`src/rtl/dram_rd_arbiter_pkg.sv`:
```
// Shared types and AXI constants for the two-requester DRAM read arbiter.
package dram_arb_pkg;

   // Arbiter FSM: pick a requester, issue one burst address, stream its beats.
   typedef enum logic [1:0] {
      StIdle,
      StAddr,
      StData
   } arb_state_e;

   localparam logic [2:0]  AXI_SIZE_4B    = 3'b010;
   localparam logic [1:0]  AXI_BURST_INCR = 2'b01;
   localparam logic [1:0]  AXI_RESP_OKAY  = 2'b00;
   localparam int unsigned PAGE_BYTES     = 4096;

endpackage

```
`src/rtl/dram_rd_arbiter_burst_len_calc.sv`:
```
// Burst length for the next AXI read: min(MAX_BEATS, words left, words left in the 4 KB page).
// Purely combinational.
module burst_len_calc
   import dram_arb_pkg::*;
#(
   parameter int unsigned MAX_BEATS = 16
) (
   input  logic [9:0] page_word_off,  // address bits [11:2]
   input  logic [8:0] remaining,
   output logic [4:0] burst_len
);

   localparam int unsigned PageWords = PAGE_BYTES / 4;

   logic [10:0] page_words;
   logic [10:0] rem_ext;
   logic [10:0] len;

   // Take the smallest of the three limits; page_words is always 1..1024.
   always_comb begin
      page_words = 11'(PageWords) - {1'b0, page_word_off};
      rem_ext    = {2'b00, remaining};
      len        = 11'(MAX_BEATS);
      if (rem_ext < len) begin
         len = rem_ext;
      end
      if (page_words < len) begin
         len = page_words;
      end
      burst_len = len[4:0];
   end

endmodule

```
`src/rtl/dram_rd_arbiter.sv`:
```
// Two-requester arbiter sharing one AXI4 read port. Requests of 1..256 words are split into
// INCR bursts (<= MAX_BEATS beats, never crossing 4 KB); beats stream back to the granted
// requester with no added latency. The whole request is locked to one requester.
// Optional beat checking (rresp / rid / rlast) is enabled by defining DRAM_RD_ARB_CHECK_EN;
// otherwise err is tied low.
module dram_rd_arbiter
   import dram_arb_pkg::*;
#(
   parameter int unsigned ID_WIDTH   = 4,
   parameter int unsigned DATA_WIDTH = 32,
   parameter int unsigned ADDR_WIDTH = 32,  // must be >= 12
   parameter int unsigned MAX_BEATS  = 16   // must be 1..16, arlen is 4 bits
) (
   input  logic                    clk,
   input  logic                    rst,
   // requester side
   input  logic [1:0]              req_valid,
   output logic [1:0]              req_ready,
   input  logic [2*ADDR_WIDTH-1:0] req_addr,
   input  logic [17:0]             req_words,
   output logic [1:0]              rsp_valid,
   output logic [DATA_WIDTH-1:0]   rsp_data,
   output logic                    rsp_last,
   input  logic [1:0]              rsp_ready,
   output logic                    busy,
   // AXI read address channel
   output logic [ID_WIDTH-1:0]     arid_s_inf,
   output logic [ADDR_WIDTH-1:0]   araddr_s_inf,
   output logic [3:0]              arlen_s_inf,
   output logic [2:0]              arsize_s_inf,
   output logic [1:0]              arburst_s_inf,
   output logic                    arvalid_s_inf,
   input  logic                    arready_s_inf,
   // AXI read data channel
   input  logic [ID_WIDTH-1:0]     rid_s_inf,
   input  logic [DATA_WIDTH-1:0]   rdata_s_inf,
   input  logic [1:0]              rresp_s_inf,
   input  logic                    rlast_s_inf,
   input  logic                    rvalid_s_inf,
   output logic                    rready_s_inf,
   output logic                    err
);

   arb_state_e            state_q, state_d;
   logic                  grant_q, grant_d;
   logic                  last_grant_q, last_grant_d;
   logic [ADDR_WIDTH-1:0] addr_q, addr_d;
   logic [8:0]            rem_q, rem_d;
   logic [4:0]            beat_q, beat_d;

   logic                  win;
   logic [ADDR_WIDTH-1:0] win_addr;
   logic [8:0]            win_words;
   logic [8:0]            win_rem;
   logic [4:0]            burst_len;
   logic                  beat_hs;
   logic                  burst_end;

   burst_len_calc #(
      .MAX_BEATS (MAX_BEATS)
   ) u_burst_len_calc (
      .page_word_off (addr_q[11:2]),
      .remaining     (rem_q),
      .burst_len     (burst_len)
   );

   assign beat_hs   = (state_q == StData) & rvalid_s_inf & rsp_ready[grant_q];
   // Bursts are sequenced from our own beat count, not from rlast.
   assign burst_end = (beat_q == 5'd1);

   // Round-robin pick: on a tie the requester not granted last wins.
   always_comb begin
      if (req_valid == 2'b11) begin
         win = ~last_grant_q;
      end else begin
         win = req_valid[1];
      end
      win_addr  = win ? req_addr[2*ADDR_WIDTH-1:ADDR_WIDTH] : req_addr[ADDR_WIDTH-1:0];
      win_words = win ? req_words[17:9] : req_words[8:0];
      win_rem   = (win_words == 9'd0) ? 9'd256 : win_words;
   end

   // Next-state logic and request accept.
   always_comb begin
      state_d      = state_q;
      grant_d      = grant_q;
      last_grant_d = last_grant_q;
      addr_d       = addr_q;
      rem_d        = rem_q;
      beat_d       = beat_q;
      req_ready    = 2'b00;
      unique case (state_q)
         StIdle: begin
            if (|req_valid) begin
               req_ready[win] = 1'b1;
               grant_d        = win;
               addr_d         = {win_addr[ADDR_WIDTH-1:2], 2'b00};
               rem_d          = win_rem;
               state_d        = StAddr;
            end
         end
         StAddr: begin
            if (arready_s_inf) begin
               beat_d  = burst_len;
               state_d = StData;
            end
         end
         StData: begin
            if (beat_hs) begin
               addr_d = addr_q + ADDR_WIDTH'(4);
               rem_d  = rem_q - 9'd1;
               beat_d = beat_q - 5'd1;
               if (rem_q == 9'd1) begin
                  last_grant_d = grant_q;
                  state_d      = StIdle;
               end else if (burst_end) begin
                  state_d = StAddr;
               end
            end
         end
         default: state_d = StIdle;
      endcase
   end

   // AXI and requester-facing outputs; data is a straight passthrough.
   always_comb begin
      arvalid_s_inf = (state_q == StAddr);
      araddr_s_inf  = addr_q;
      arlen_s_inf   = arvalid_s_inf ? 4'(burst_len - 5'd1) : 4'd0;
      arid_s_inf    = '0;
      arid_s_inf[0] = grant_q;
      arsize_s_inf  = AXI_SIZE_4B;
      arburst_s_inf = AXI_BURST_INCR;
      rready_s_inf  = 1'b0;
      rsp_valid     = 2'b00;
      rsp_last      = 1'b0;
      rsp_data      = rdata_s_inf;
      busy          = (state_q != StIdle);
      if (state_q == StData) begin
         rready_s_inf       = rsp_ready[grant_q];
         rsp_valid[grant_q] = rvalid_s_inf;
         rsp_last           = rvalid_s_inf & (rem_q == 9'd1);
      end
   end

   // State registers; last grant resets to 1 so requester 0 wins the first tie.
   always_ff @(posedge clk or posedge rst) begin
      if (rst) begin
         state_q      <= StIdle;
         grant_q      <= 1'b0;
         last_grant_q <= 1'b1;
         addr_q       <= '0;
         rem_q        <= 9'd0;
         beat_q       <= 5'd0;
      end else begin
         state_q      <= state_d;
         grant_q      <= grant_d;
         last_grant_q <= last_grant_d;
         addr_q       <= addr_d;
         rem_q        <= rem_d;
         beat_q       <= beat_d;
      end
   end

`ifdef DRAM_RD_ARB_CHECK_EN
   logic err_q, err_d;

   // Sticky flag on any bad response, wrong ID or rlast out of step with our beat count.
   always_comb begin
      err_d = err_q;
      if (beat_hs && ((rresp_s_inf != AXI_RESP_OKAY) || (rid_s_inf != arid_s_inf) ||
                      (rlast_s_inf != burst_end))) begin
         err_d = 1'b1;
      end
   end

   // Error flag register, cleared only by reset.
   always_ff @(posedge clk or posedge rst) begin
      if (rst) begin
         err_q <= 1'b0;
      end else begin
         err_q <= err_d;
      end
   end

   assign err = err_q;
`else
   logic unused_chk;
   assign unused_chk = ^{rid_s_inf, rresp_s_inf, rlast_s_inf};
   assign err        = 1'b0;
`endif

endmodule

```
`config.mk`:
```
export PLATFORM = sky130hd
export DESIGN_NAME = dram_rd_arbiter
export DESIGN_NICKNAME = d
export VERILOG_FILES = /design/src/rtl/dram_rd_arbiter_pkg.sv /design/src/rtl/dram_rd_arbiter_burst_len_calc.sv /design/src/rtl/dram_rd_arbiter.sv
export SDC_FILE = /design/constraint.sdc
export NUM_CORES = 1
export LEC_CHECK = 0
export ABC_CLOCK_PERIOD_IN_PS = 5300
export BUFFER_PORTS_ARGS = -buffer_cell sky130_fd_sc_hd__buf_2
export CAP_MARGIN = 20
export CORE_MARGIN = 2
export CORE_UTILIZATION = 50
export CTS_CLUSTER_SIZE = 16
export DETAILED_ROUTE_END_ITERATION = 7
export GPL_TIMING_DRIVEN = 1
export PLACE_DENSITY = 0.86
export REMOVE_ABC_BUFFERS = 1
export SETUP_SLACK_MARGIN = 0.02
export SYNTH_ARGS = -nofsm -noshare
export SYNTH_HDL_FRONTEND = slang
export SYNTH_HIERARCHICAL = 1
export SYNTH_SLANG_ARGS = --single-unit
```
`constraint.sdc`:
```
create_clock -name clk -period 5.3 [get_ports clk]
set_input_delay 0.53 -clock clk [delete_from_list [all_inputs] [get_ports clk]]
set_output_delay 0.53 -clock clk [all_outputs]
set_load 0.01 [all_outputs]
```
==> impl_metrics.ini <==
[status]
outcome = completed

[timing]
finClkSkew_ns = 0.0159
post-route-period-util = 0.925
final_hold_viol_count = 0
setup_viol = 0
fmax_mhz = 204
period_needed_ns = 4.90
slew_viol_final = 0
timing.final.ws_setup_ns = 0.397
worst_slew_pin_slew_ns = 0.940
rsz0062_at_grt = false
setup_tns_ns = 0
slew_headroom = 0.374

[logic_synthesis]
synth_top_family_by_area = simple AND/OR/NAND/NOR gates
synth_seq_area_share = 0.276
synth-main-ff-cell = dfrtp_1
synth.cell_area_sq_mm = 0.00435
synth.ff_latch_count = 48
synth_cell_types = 75
yosys-mux-area-fraction = 0.0560
synth_async_sr_flop_share = 1.00
synth_xor_area_frac = 0.0181
syn_inst = 558
ys.warnings.count = 6
synth_compound_area_frac = 0.216
synth_area_per_cell_sq_um = 7.80
synth-simple-area-share = 0.265
synth_edf_count = 0
synthAdderAreaFrac = 0.0431

[route]
drtAntennaViolNets = 0
drt-pass1-iter-count = 5
drt-initial-drc-count = 359
wl_um = 13700
avgRoutedWirePerCell_um = 18.4
num_vias = 4542
drc = 0
vias_per_cell = 6.10

[layout]
drive_gt1_frac = 0.266
final_area_sq_mm = 0.00491
syn_to_final_growth_pct = 12.9
layout_common_cells = buf_2 (128), nand2_1 (76), a21oi_1 (51)
register_area_sq_mm = 0.00120
fin_nets = 779
num_antenna_cells = 0
nFillCells = 819
layout_commonest_cell = buf_2
multiInputGateArea_sq_mm = 0.00268

[placement]
hpwl_um = 10000
post-place-ws_ns = 0.858
placed_area_sq_mm = 0.00476
numPortBuffers = 128
place.gp.congestion = 0.867

[global_route]
grt_use_total = 0.279
overflow = 0
grt_use_met2 = 0.434
grt-busiest-layer = met2
grt_pass1_vias = 4200
grt_pass1_wl_um = 21500
met3_usage = 0.112
gr-usage-met1 = 0.360
antenna_found_initial = 0
grt_max_degree = 51

[setup_path]
required_ns = 4.77
cp_max_fo = 11
arrival_ns = 4.37
start_kind = flop
critical_path.cell_chain = nor4_1 -> nand2_1 -> or3_1 -> xor2_1 -> ha_1 -> nand4_1 -> o221ai_1 -> or4_1 -> mux2i_1 -> inv_1 -> ha_1 -> nor2_1 -> buf_2
endpoint_kind = output port
cpPeakStageDelay_ns = 0.69
r2r_slack_ns = 1.42
crit_type = reg2out
ff2ff_path_depth = 11
path_common_cell = ha_1
r2r-start = araddr_s_inf[4]$_DFFE_PP0P_
reg2reg_to = beat_q[0]$_DFFE_PP0P_
crit_path_top_delay_cell = or4_1

[floorplan]
initial_core_util = 0.507
rows = 34
core_sq_mm = 0.00859
io_pins = 215
fp.dieArea_sq_mm = 0.00947
die_h_um = 97.3
die_x_um = 97.3

[cts]
cts_tree = built
postCtsSetupRepairBufs = 0
cts_buffer_depth = 2
cts_buffers = 5
htreeDepth = 2
cts.sinks = 48
root_buffer = clkbuf_8
clock_latency_ns = 0.32
cts-resized-gates = 0
postCtsHoldBufs = 0
clk_pin_slew_worst_paths_ns = 0.11

[power]
peakVddDrop_mv = 0.218
p_per_area_mw_per_mm2 = 570
p_leak_uw = 0.00227

[run]
drv_cap = 0

[worst_hold_path]
min_path_type = in2async
-- synth_stat cells (all sizes together) (13+ instances only) --
library cell	n	area share
o21ai	22	0.025
ha	15	0.043
inv	16	0.014
o22a	13	0.026
nand3	31	0.039
buf	50	0.087
nand2	76	0.066
dfrtp	47	0.27
a21oi	51	0.059
clkbuf	26	0.022
nor3	15	0.020
nor2	43	0.041
mux2i	18	0.041
-- worst max-delay path by stage --
stage          slack (ns)                   startpoint        endpoint  cells past startpoint
2_1_floorplan        1.29  araddr_s_inf[4]$_DFFE_PP0P_  arlen_s_inf[2]                     13
3_3_place_gp         1.04  araddr_s_inf[4]$_DFFE_PP0P_  arlen_s_inf[2]                     14
3_5_place_dp         0.86  araddr_s_inf[4]$_DFFE_PP0P_  arlen_s_inf[1]                     13
4_1_cts              0.45  araddr_s_inf[4]$_DFFE_PP0P_  arlen_s_inf[1]                     13
5_1_grt              0.20  araddr_s_inf[4]$_DFFE_PP0P_  arlen_s_inf[1]                     13
6_report             0.40  araddr_s_inf[4]$_DFFE_PP0P_  arlen_s_inf[1]                     13
-- cells by family (layout without fill, tap and decap cells) --
family,Yosys count,after routing
AOI/OAI and AO/OA,142,142
muxes,23,23
xor gates and xnor gates,9,9
buffers and inverters,92,158
and+or+nand+nor,226,226
other,3,15
adders and majority gates,15,15
DFF,48,48
-- power breakdown --
| group | switching [uW] | total (uW) | internal, uW |
|---|---|---|---|
| Clock | 146 | 337 | 190 |
| Combinational | 940 | 1640 | 697 |
| Sequential | 278 | 825 | 547 |
| Total | 1360 | 2800 | 1430 |
-- registers in the layout, indices dropped and copies added (netlist names) --
| signal | cells |
|---|---|
| rem_q | 9 |
| beat_q | 5 |
| grant_q | 1 |
| araddr_s_inf | 30 |
| state_q | 2 |
| last_grant_q | 1 |
-- metal layers --
| layer | up-vias | part of all wire |
|---|---|---|
| li1 | 2129 | - |
| met1 | 2141 | 0.41 |
| met2 | 251 | 0.46 |
| met3 | 19 | 0.12 |
| met4 | 2 | 0.013 |
| met5 | - | 0.0042 |
-- metrics by stage --
step,utilization,std cells,hold slack (ns),total power [uW]
finish,0.572,744,0.233,2800
global route,0.572,744,0.279,3010
CTS,0.570,743,0.434,2780
detailed placement,0.554,735,0.512,2430
global placement,0.554,735,0.503,2340
floorplan,-,494,0.484,1880
-- layout make-up --
| type | instances | share of cell area |
|---|---|---|
| Clock buffer | 5 | 0.0140 |
| Timing Repair Buffer | 134 | 0.142 |
| Tap cell | 108 | 0.0275 |
| Sequential cell | 48 | 0.245 |
| Clock inverter | 3 | 0.0140 |
| Inverter | 16 | 0.0122 |
| Multi-Input combinational cell | 430 | 0.546 |
-- worst max-delay path, delay by kind of cell, from the launching register on --
| family | cells | cell delay (ns) |
|---|---|---|
| buffers and inverters | 2 | 0.26 |
| adder cells (fa/ha/maj) | 2 | 0.59 |
| AO/OA/AOI/OAI | 1 | 0.17 |
| flip-flops | 1 | 0.52 |
| multiplexers | 1 | 0.34 |
| AND/OR/NAND/NOR | 6 | 2.02 |
| XOR/XNOR | 1 | 0.15 |
Note: power is estimated with default switching activity, not from simulation.
